<file path="src/rtl/sr_pkg.sv">
`default_nettype none
// =====================================================================
// sr_pkg : SR command encodings and command-generator FSM state type.
// Rev 1.0
// =====================================================================
package sr_pkg;

  localparam logic [1:0] SR_HOLD    = 2'b00;
  localparam logic [1:0] SR_RESET   = 2'b01;
  localparam logic [1:0] SR_SET     = 2'b10;
  localparam logic [1:0] SR_ILLEGAL = 2'b11;

  typedef enum logic [1:0] {
    ST_IDLE    = 2'd0,
    ST_ISSUE   = 2'd1,
    ST_HOLDOFF = 2'd2
  } sr_state_e;

endpackage
`default_nettype wire

</file>
<file path="src/rtl/sr_debounce.sv">
`default_nettype none
// =====================================================================
// sr_debounce : 2-flop synchronizer, stability debouncer, press detect.
// Rev 1.0
// =====================================================================
module sr_debounce #(
  parameter int DEBOUNCE_CYCLES = 4
) (
  input  logic clk,
  input  logic rst,
  input  logic btn_i,
  output logic rise_o
);

  localparam int CW = $clog2(DEBOUNCE_CYCLES) + 1;

  logic          sync1_q;
  logic          sync2_q;
  logic          level_q;
  logic          level_prev_q;
  logic [CW-1:0] cnt_q;

  always_ff @(posedge clk or posedge rst) begin
    if (rst) begin
      sync1_q      <= 1'b0;
      sync2_q      <= 1'b0;
      level_q      <= 1'b0;
      level_prev_q <= 1'b0;
      cnt_q        <= '0;
    end else begin
      sync1_q      <= btn_i;
      sync2_q      <= sync1_q;
      level_prev_q <= level_q;
      // Any sample that agrees with the current level restarts the count.
      if (sync2_q != level_q) begin
        if (cnt_q == CW'(DEBOUNCE_CYCLES - 1)) begin
          level_q <= sync2_q;
          cnt_q   <= '0;
        end else begin
          cnt_q <= cnt_q + 1'b1;
        end
      end else begin
        cnt_q <= '0;
      end
    end
  end

  assign rise_o = level_q & ~level_prev_q;

endmodule
`default_nettype wire

</file>
<file path="src/rtl/sr_cmd_gen.sv">
`default_nettype none
// =====================================================================
// sr_cmd_gen : push buttons -> single-cycle SR commands with hold-off.
// Optional macro SR_CMD_RESET_PRIORITY_EN. Rev 1.0
// =====================================================================
module sr_cmd_gen
  import sr_pkg::*;
#(
  parameter int DEBOUNCE_CYCLES = 4,
  parameter int HOLDOFF_CYCLES  = 8
) (
  input  logic       clk,
  input  logic       rst,
  input  logic       set_btn,
  input  logic       reset_btn,
  output logic [1:0] sr,
  output logic       busy,
  output logic       conflict
);

  localparam int HW = $clog2(HOLDOFF_CYCLES) + 1;

  logic          set_rise;
  logic          reset_rise;
  logic          both_rise;
  logic [1:0]    new_cmd;
  logic [1:0]    req;

  sr_state_e     state_q, state_d;
  logic [1:0]    pend_q, pend_d;
  logic [HW-1:0] hcnt_q, hcnt_d;
  logic [1:0]    sr_q, sr_d;
  logic          busy_q;
  logic          conflict_q;

  sr_debounce #(.DEBOUNCE_CYCLES(DEBOUNCE_CYCLES)) u_deb_set (
    .clk    (clk),
    .rst    (rst),
    .btn_i  (set_btn),
    .rise_o (set_rise)
  );

  sr_debounce #(.DEBOUNCE_CYCLES(DEBOUNCE_CYCLES)) u_deb_reset (
    .clk    (clk),
    .rst    (rst),
    .btn_i  (reset_btn),
    .rise_o (reset_rise)
  );

  assign both_rise = set_rise & reset_rise;

`ifdef SR_CMD_RESET_PRIORITY_EN
  assign new_cmd = both_rise  ? SR_RESET :
                   set_rise   ? SR_SET   :
                   reset_rise ? SR_RESET : SR_HOLD;
`else
  assign new_cmd = both_rise  ? SR_HOLD  :
                   set_rise   ? SR_SET   :
                   reset_rise ? SR_RESET : SR_HOLD;
`endif

  // A press landing on the hold-off exit cycle is newer than the pending one.
  assign req = (new_cmd != SR_HOLD) ? new_cmd : pend_q;

  always_comb begin
    state_d = state_q;
    pend_d  = pend_q;
    hcnt_d  = hcnt_q;
    sr_d    = SR_HOLD;
    case (state_q)
      ST_IDLE: begin
        if (new_cmd != SR_HOLD) begin
          state_d = ST_ISSUE;
          sr_d    = new_cmd;
        end
      end
      ST_ISSUE: begin
        state_d = ST_HOLDOFF;
        hcnt_d  = HW'(HOLDOFF_CYCLES - 1);
        if (new_cmd != SR_HOLD) pend_d = new_cmd;
      end
      ST_HOLDOFF: begin
        if (hcnt_q == '0) begin
          if (req != SR_HOLD) begin
            state_d = ST_ISSUE;
            sr_d    = req;
            pend_d  = SR_HOLD;
          end else begin
            state_d = ST_IDLE;
          end
        end else begin
          hcnt_d = hcnt_q - 1'b1;
          if (new_cmd != SR_HOLD) pend_d = new_cmd;
        end
      end
      default: state_d = ST_IDLE;
    endcase
  end

  always_ff @(posedge clk or posedge rst) begin
    if (rst) begin
      state_q    <= ST_IDLE;
      pend_q     <= SR_HOLD;
      hcnt_q     <= '0;
      sr_q       <= SR_HOLD;
      busy_q     <= 1'b0;
      conflict_q <= 1'b0;
    end else begin
      state_q    <= state_d;
      pend_q     <= pend_d;
      hcnt_q     <= hcnt_d;
      sr_q       <= sr_d;
      busy_q     <= (state_d != ST_IDLE);
      conflict_q <= both_rise;
    end
  end

  assign sr       = sr_q;
  assign busy     = busy_q;
  assign conflict = conflict_q;

endmodule
`default_nettype wire
</file>
<file path="config.mk">
export PLATFORM = sky130hd
export DESIGN_NAME = sr_cmd_gen
export DESIGN_NICKNAME = d
export VERILOG_FILES = /design/src/rtl/sr_pkg.sv /design/src/rtl/sr_debounce.sv /design/src/rtl/sr_cmd_gen.sv
export SDC_FILE = /design/constraint.sdc
export NUM_CORES = 1
export LEC_CHECK = 0
export CAP_MARGIN = 10
export CORE_UTILIZATION = 50
export DETAILED_ROUTE_END_ITERATION = 8
export HOLD_SLACK_MARGIN = 0.03
export PLACE_DENSITY = 0.68
export RECOVER_POWER = 100
export SETUP_SLACK_MARGIN = 0.02
export SYNTH_ARGS = -nofsm -noshare
export SYNTH_HDL_FRONTEND = slang
export SYNTH_SLANG_ARGS = --single-unit
</file>
<file path="constraint.sdc">
create_clock -name clk -period 3.5 [get_ports clk]
set_input_delay 0.525 -clock clk [delete_from_list [all_inputs] [get_ports clk]]
set_output_delay 0.525 -clock clk [all_outputs]
set_load 0.005 [all_outputs]
</file>
==> results of run 1 <==
state kept, by name, indices dropped and copies added, names as in the netlist, 2 cells and up:
register and count:
u_deb_set.cnt_q 3, sr 2, state_q 2, hcnt_q 4, u_deb_reset.cnt_q 3, pend_q 2
layer usage:
metal	up-vias	GRT usage, %	wire length, um
li1	401	-	-
met1	372	22.7	878
met2	24	24.8	830
met3	2	2.98	73
met4	0	7.87	9
met5	-	0	0
power groups by stage:
stage | logic [mW] | registers [mW] | clock network, mW
6_report | 0.384 | 0.497 | 0.201
5_1_grt | 0.437 | 0.516 | 0.218
4_1_cts | 0.398 | 0.502 | 0.208
3_5_place_dp | 0.394 | 0.509 | 0
3_3_place_gp | 0.379 | 0.502 | 0
2_1_floorplan | 0.346 | 0.458 | 0
logic make-up (layout without fill, tap and decap cells):
kind of cell,count (synthesis),after routing,share of synthesized area (%)
and+or+nand+nor,39,39,19.1
DFF,26,26,54.2
AOI/OAI and AO/OA,21,21,11.4
adders and majority gates,6,6,6.26
xor gates and xnor gates,2,2,1.46
buffers and inverters,11,18,3.86
muxes,4,4,3.75
final timing paths:
check | start | end | slack [ns] | depth (start not counted)
worst max-delay path | hcnt_q[0] | busy | 1.47 | 5
worst min-delay path | u_deb_reset.sync1_q | u_deb_reset.sync2_q | 0.37 | 0
worst max register to register | hcnt_q[0] | busy | 1.47 | 5
worst min register to register | u_deb_reset.sync1_q | u_deb_reset.sync2_q | 0.37 | 0
max in group asynchronous | rst | pend_q[1] | 2.10 | 2
min in group asynchronous | rst | u_deb_set.cnt_q[2] | 0.83 | 2
cells in the mapped netlist:
library cell and instances:
dfrtp_1 26, nand2_1 8, inv_1 7, ha_1 6, nand2b_1 5, nor3b_1 5, a21oi_1 4, buf_2 4
mux2_2 4, nor2_1 4, nor3_1 4, o21ai_0 4, nand3_1 3, nor2b_1 3, a22oi_1 2, a2bb2oi_1 2
a31oi_1 2, o221ai_1 2, o22ai_1 2, xnor2_1 2, a31o_1 1, and3b_1 1, nand4_1 1, nor3b_4 1
nor4_1 1, o211ai_1 1, o21ai_1 1, or2_2 1, or3_1 1, or3b_1 1
metrics by stage:
step,util (%),setup WS (ns)
2_1_floorplan,-,1.84
3_3_place_gp,57.5,1.78
3_5_place_dp,57.5,1.71
4_1_cts,59.9,1.69
5_1_grt,59.4,1.28
6_report,59.4,1.47
worst max-delay path, stage by stage (launching register included):
cell,delay (ns)
dfrtp_1,0.45
inv_1,0.07
ha_1,0.23
nor3b_1,0.69
o21ai_0,0.22
a31o_1,0.28
layout make-up:
class,instances,area [sq um]
timing repair buffer,7,70.1
tap,28,35.0
clock inverter,1,30.0
inverter,7,26.3
fill,189,907
multi-input combinational,72,492
sequential,26,651
clock buffer,3,22.5
==> flow_summary_export.csv, run 1 <==
group,metric,value,unit
sta,finalMaxSlewViolations,0,
grt,antenna_found_initial,0,
worst_setup_path,worstPathMaxFanout,8,
grt,grt_max_degree,27,
cells_and_area,fin_nets,127,
floorplanning,die-area,2600,sq um
cells_and_area,n_antenna_cell,0,
clocking,clock-root-buffer,"clkbuf_4",
route,totalWireLength,1790,um
floorplanning,start_util,53.7,%
min_path,hold_class,"reg2reg",
route,wire_per_inst,12.4,um
yosys,syn-cell-area,1200,sq um
route,firstDrtPassIters,4,
sta,hold-worst-slack,0.367,ns
floorplanning,row_count,17,
route,first_iter_violations,28,
yosys,ys_types,30,
pwr,ir_worst_vdd,420,uV
clocking,clock_latency,0.32,ns
sta,finalCriticalPeriod,2.03,ns
clocking,clk_pin_slew,0.14,ns
grt,grt_pass1_wl,3220,um
sta,slew_headroom,38.4,%
pwr,power_density,816,nW/um^2
route,drc,0,
route,num_vias,799,
cells_and_area,fin_cells,144,
cells_and_area,final_common_cell,"dfrtp_1",
grt,grt_pass1_vias,758,
placement,placed_cells,140,
cells_and_area,area_delta_synth_final,10.5,%
worst_setup_path,cp.arrival,2.25,ns
placement,io_buffers,7,
floorplanning,core_area,2230,sq um
clocking,numCtsBuffers,3,
sta,hold_viol,0,
yosys,syn_nets,119,
yosys,ys_warn_count,0,
cells_and_area,fin_area,1330,sq um
route,vias_per_cell,5.55,
pwr,intPower,0.710,mW
worst_setup_path,crit_type,"reg2reg",
clocking,post_cts_buffers,0,
pwr,sw_frac_of_total,34.4,%
grt,grt_usage,16.4,%
flow_run,cap_violations,0,
pwr,clkPwrFrac,18.6,%
yosys,synth_top_cell_by_area,"dfrtp_1",
clocking,hold_buffers,0,
yosys,synth_top_area_share,54.2,%
sta,clock_skew,0.0101,ns
yosys,synth_area_leaders,"dfrtp_1, ha_1, mux2_2, nor3b_1, nand2b_1",
sta,finalSetupTns,0,ns
yosys,ys_seq_elements,26,
pwr,power.switching,0.372,mW
clocking,clock-sinks,26,
floorplanning,die_w,51.0,um
sta,setup_viol,0,
worst_setup_path,cp-end-kind,"register",
pwr,p_comb_share,35.5,%
floorplanning,die_h,51.0,um
sta,max_freq,0.493,GHz
worst_setup_path,cp-start-kind,"register",
yosys,ys_seq_area_share,54.2,%
placement,dp_hpwl,1250,um
sta,rsz0062_at_grt,"no",
pwr,seq_power_share,45.9,%
status,outcome,"complete, no violations",
sta,period_share,58.0,%
grt,grt-ovfl-total,0,
yosys,synth_area_per_cell,11.0,sq um
cells_and_area,layout-drive-gt1-share,7.76,%
clocking,post_cts_resize_count,0,
placement,placed_area,1280,sq um
pwr,p_leak,0.599,nW
sta,tightestPinTransition,0.923,ns
placement,place.gp.congestion,0.844,
floorplanning,io_pins,8,
clocking,htreeDepth,1,
clocking,cts_tree,"yes",
cells_and_area,mostFrequentLayoutCells,"dfrtp_1, nand2_1, inv_1, dlygate4sd3_1",
pwr,p_total,1.08,mW
route,ant_nets,0,
clocking,cts.path.max_buffers,2,
worst_setup_path,required,3.72,ns
yosys,synthCells,109,
No activity file was read; power rests on OpenSTA's default activity.
==> run 2: changes to the inputs <==
==> constraint.sdc (replaced) <==
create_clock -name clk -period 1.9 [get_ports clk]
set_input_delay 0.285 -clock clk [delete_from_list [all_inputs] [get_ports clk]]
set_output_delay 0.285 -clock clk [all_outputs]
set_load 0.005 [all_outputs]
==> flow_summary_export.csv, run 2 (synthesis results as in run 1) <==
group,metric,value,unit
status,outcome,"complete, no violations",
cells_and_area,regMostFlops,"hcnt_q",
placement,dp_hpwl,1250,um
grt,grt-ovfl-total,0,
floorplanning,row_count,17,
clocking,cts.path.max_buffers,2,
floorplanning,io_pins,8,
worst_setup_path,rr_worst_depth,6,
sta,max_freq,0.576,GHz
worst_setup_path,cp.arrival,1.95,ns
cells_and_area,layout-drive-gt1-share,7.69,%
cells_and_area,fillers,183,
worst_setup_path,required,2.12,ns
clocking,numCtsBuffers,3,
cells_and_area,post-route-util,59.6,%
worst_setup_path,cp-startpoint,"u_deb_reset.level_q",
sta,setup_viol,0,
floorplanning,start_util,53.7,%
route,wire_per_inst,12.4,um
worst_setup_path,cp-end-kind,"register",
worst_setup_path,critPathBufInv,1,
worst_setup_path,cpLargestDelayFamily,"simple AND/OR/NAND/NOR gates",
route,vias_per_cell,5.54,
cells_and_area,multi_input_area,509,sq um
clocking,hold_buffers,0,
cells_and_area,largest_reg_flops,4,
sta,clock_skew,0.00543,ns
sta,rsz0062_at_grt,"no",
min_path,hold_class,"reg2reg",
cells_and_area,biggestRegsByFlops,"hcnt_q (4), u_deb_reset.cnt_q (3), u_deb_set.cnt_q (3)",
sta,hold_viol,0,
worst_setup_path,cp-start-kind,"register",
floorplanning,die-area,2600,sq um
worst_setup_path,r2r_end,"busy",
clocking,htreeDepth,1,
clocking,clock-root-buffer,"clkbuf_4",
worst_setup_path,cp.depth,6,
placement,io_buffers,7,
cells_and_area,final_common_cell,"dfrtp_1",
route,ant_nets,0,
floorplanning,die_w,51.0,um
sta,finalSetupTns,0,ns
floorplanning,core_area,2230,sq um
worst_setup_path,rrSetupSlack,0.16,ns
placement,placed_cells,141,
grt,grt_max_degree,27,
worst_setup_path,worstPathMaxFanout,4,
sta,tightestPinTransition,1.33,ns
worst_setup_path,crit_type,"reg2reg",
clocking,clock-sinks,26,
cells_and_area,register_area,651,sq um
route,num_vias,804,
cells_and_area,area_delta_synth_final,10.9,%
clocking,clock_latency,0.32,ns
sta,finalMaxSlewViolations,0,
placement,place.gp.congestion,0.830,
cells_and_area,n_antenna_cell,0,
sta,slew_headroom,11.0,%
clocking,cts_tree,"yes",
cells_and_area,fin_area,1330,sq um
route,drc,0,
cells_and_area,fin_cells,145,
worst_setup_path,r2r_start,"u_deb_reset.level_q",
worst_setup_path,cp_slowest_stage_delay,0.43,ns
sta,period_share,91.3,%
worst_setup_path,cp_cell_sequence,"nand2b_1 -> inv_1 -> ha_1 -> nor3_1 -> o21ai_0 -> a31o_1",
sta,finalCriticalPeriod,1.74,ns
floorplanning,die_h,51.0,um
grt,grt_usage,16.6,%
cells_and_area,mostFrequentLayoutCells,"dfrtp_1, nand2_1, inv_1, dlygate4sd3_1",
route,firstDrtPassIters,6,
flow_run,cap_violations,0,
pwr,p_leak,0.595,nW
grt,grt_pass1_vias,700,
grt,grt_pass1_wl,3140,um
placement,placed_area,1290,sq um
clocking,clk_pin_slew,0.13,ns
route,totalWireLength,1800,um
pwr,ir_worst_vdd,668,uV
worst_setup_path,crit_path_top_delay_cell,"dfrtp_1",
grt,antenna_found_initial,0,
cells_and_area,fin_nets,128,
worst_setup_path,crit_end,"busy",
route,first_iter_violations,24,
pwr,power_density,1450,nW/um^2
## run 2: how the worst min path moves through the flow
stage,from,to,slack (ns),cells after the start
6_report,u_deb_reset.sync1_q,u_deb_reset.sync2_q,0.36,0
5_1_grt,u_deb_set.sync1_q,u_deb_set.sync2_q,0.37,0
4_1_cts,rst,conflict,0.30,3
3_5_place_dp,u_deb_set.sync1_q,u_deb_set.sync2_q,0.33,0
3_3_place_gp,u_deb_set.sync1_q,u_deb_set.sync2_q,0.33,0
2_1_floorplan,reset_btn,u_deb_reset.sync1_q,0.32,0
## run 2: area by class of cell
class	instances	area share (%)
repair buffers	8	5.55
well taps	28	2.63
multi-input cells	72	38.3
clock buffers	4	2.73
flip-flops and latches	26	48.9
inverters	7	1.97
## run 2: through the flow
step	hold WS, ns	power (mW)	setup slack (ns)
2_1_floorplan	0.316	1.48	0.237
3_3_place_gp	0.333	1.62	0.182
3_5_place_dp	0.335	1.66	0.136
4_1_cts	0.299	1.94	0.121
5_1_grt	0.371	2.10	0.0286
6_report	0.363	1.94	0.164
## run 2: what timing repair did
action	in CTS	in global routing
buffers inserted	0	0
gates resized for setup	0	2
endpoints found under the setup margin	0	3
## run 2: power by group
group	total (mW)	switching, mW	internal, mW
registers	0.916	0.189	0.727
clock network	0.274	0.157	0.117
logic	0.746	0.351	0.395
total	1.94	0.696	1.24
## run 2: metal layers
metal	part of all wire (%)	vias to the layer above	global-route usage, %
met4	2.6	0	9.72
met2	46	13	24.8
met5	0	-	0
met3	2.5	5	2.68
met1	49	388	22.7
li1	-	398	-
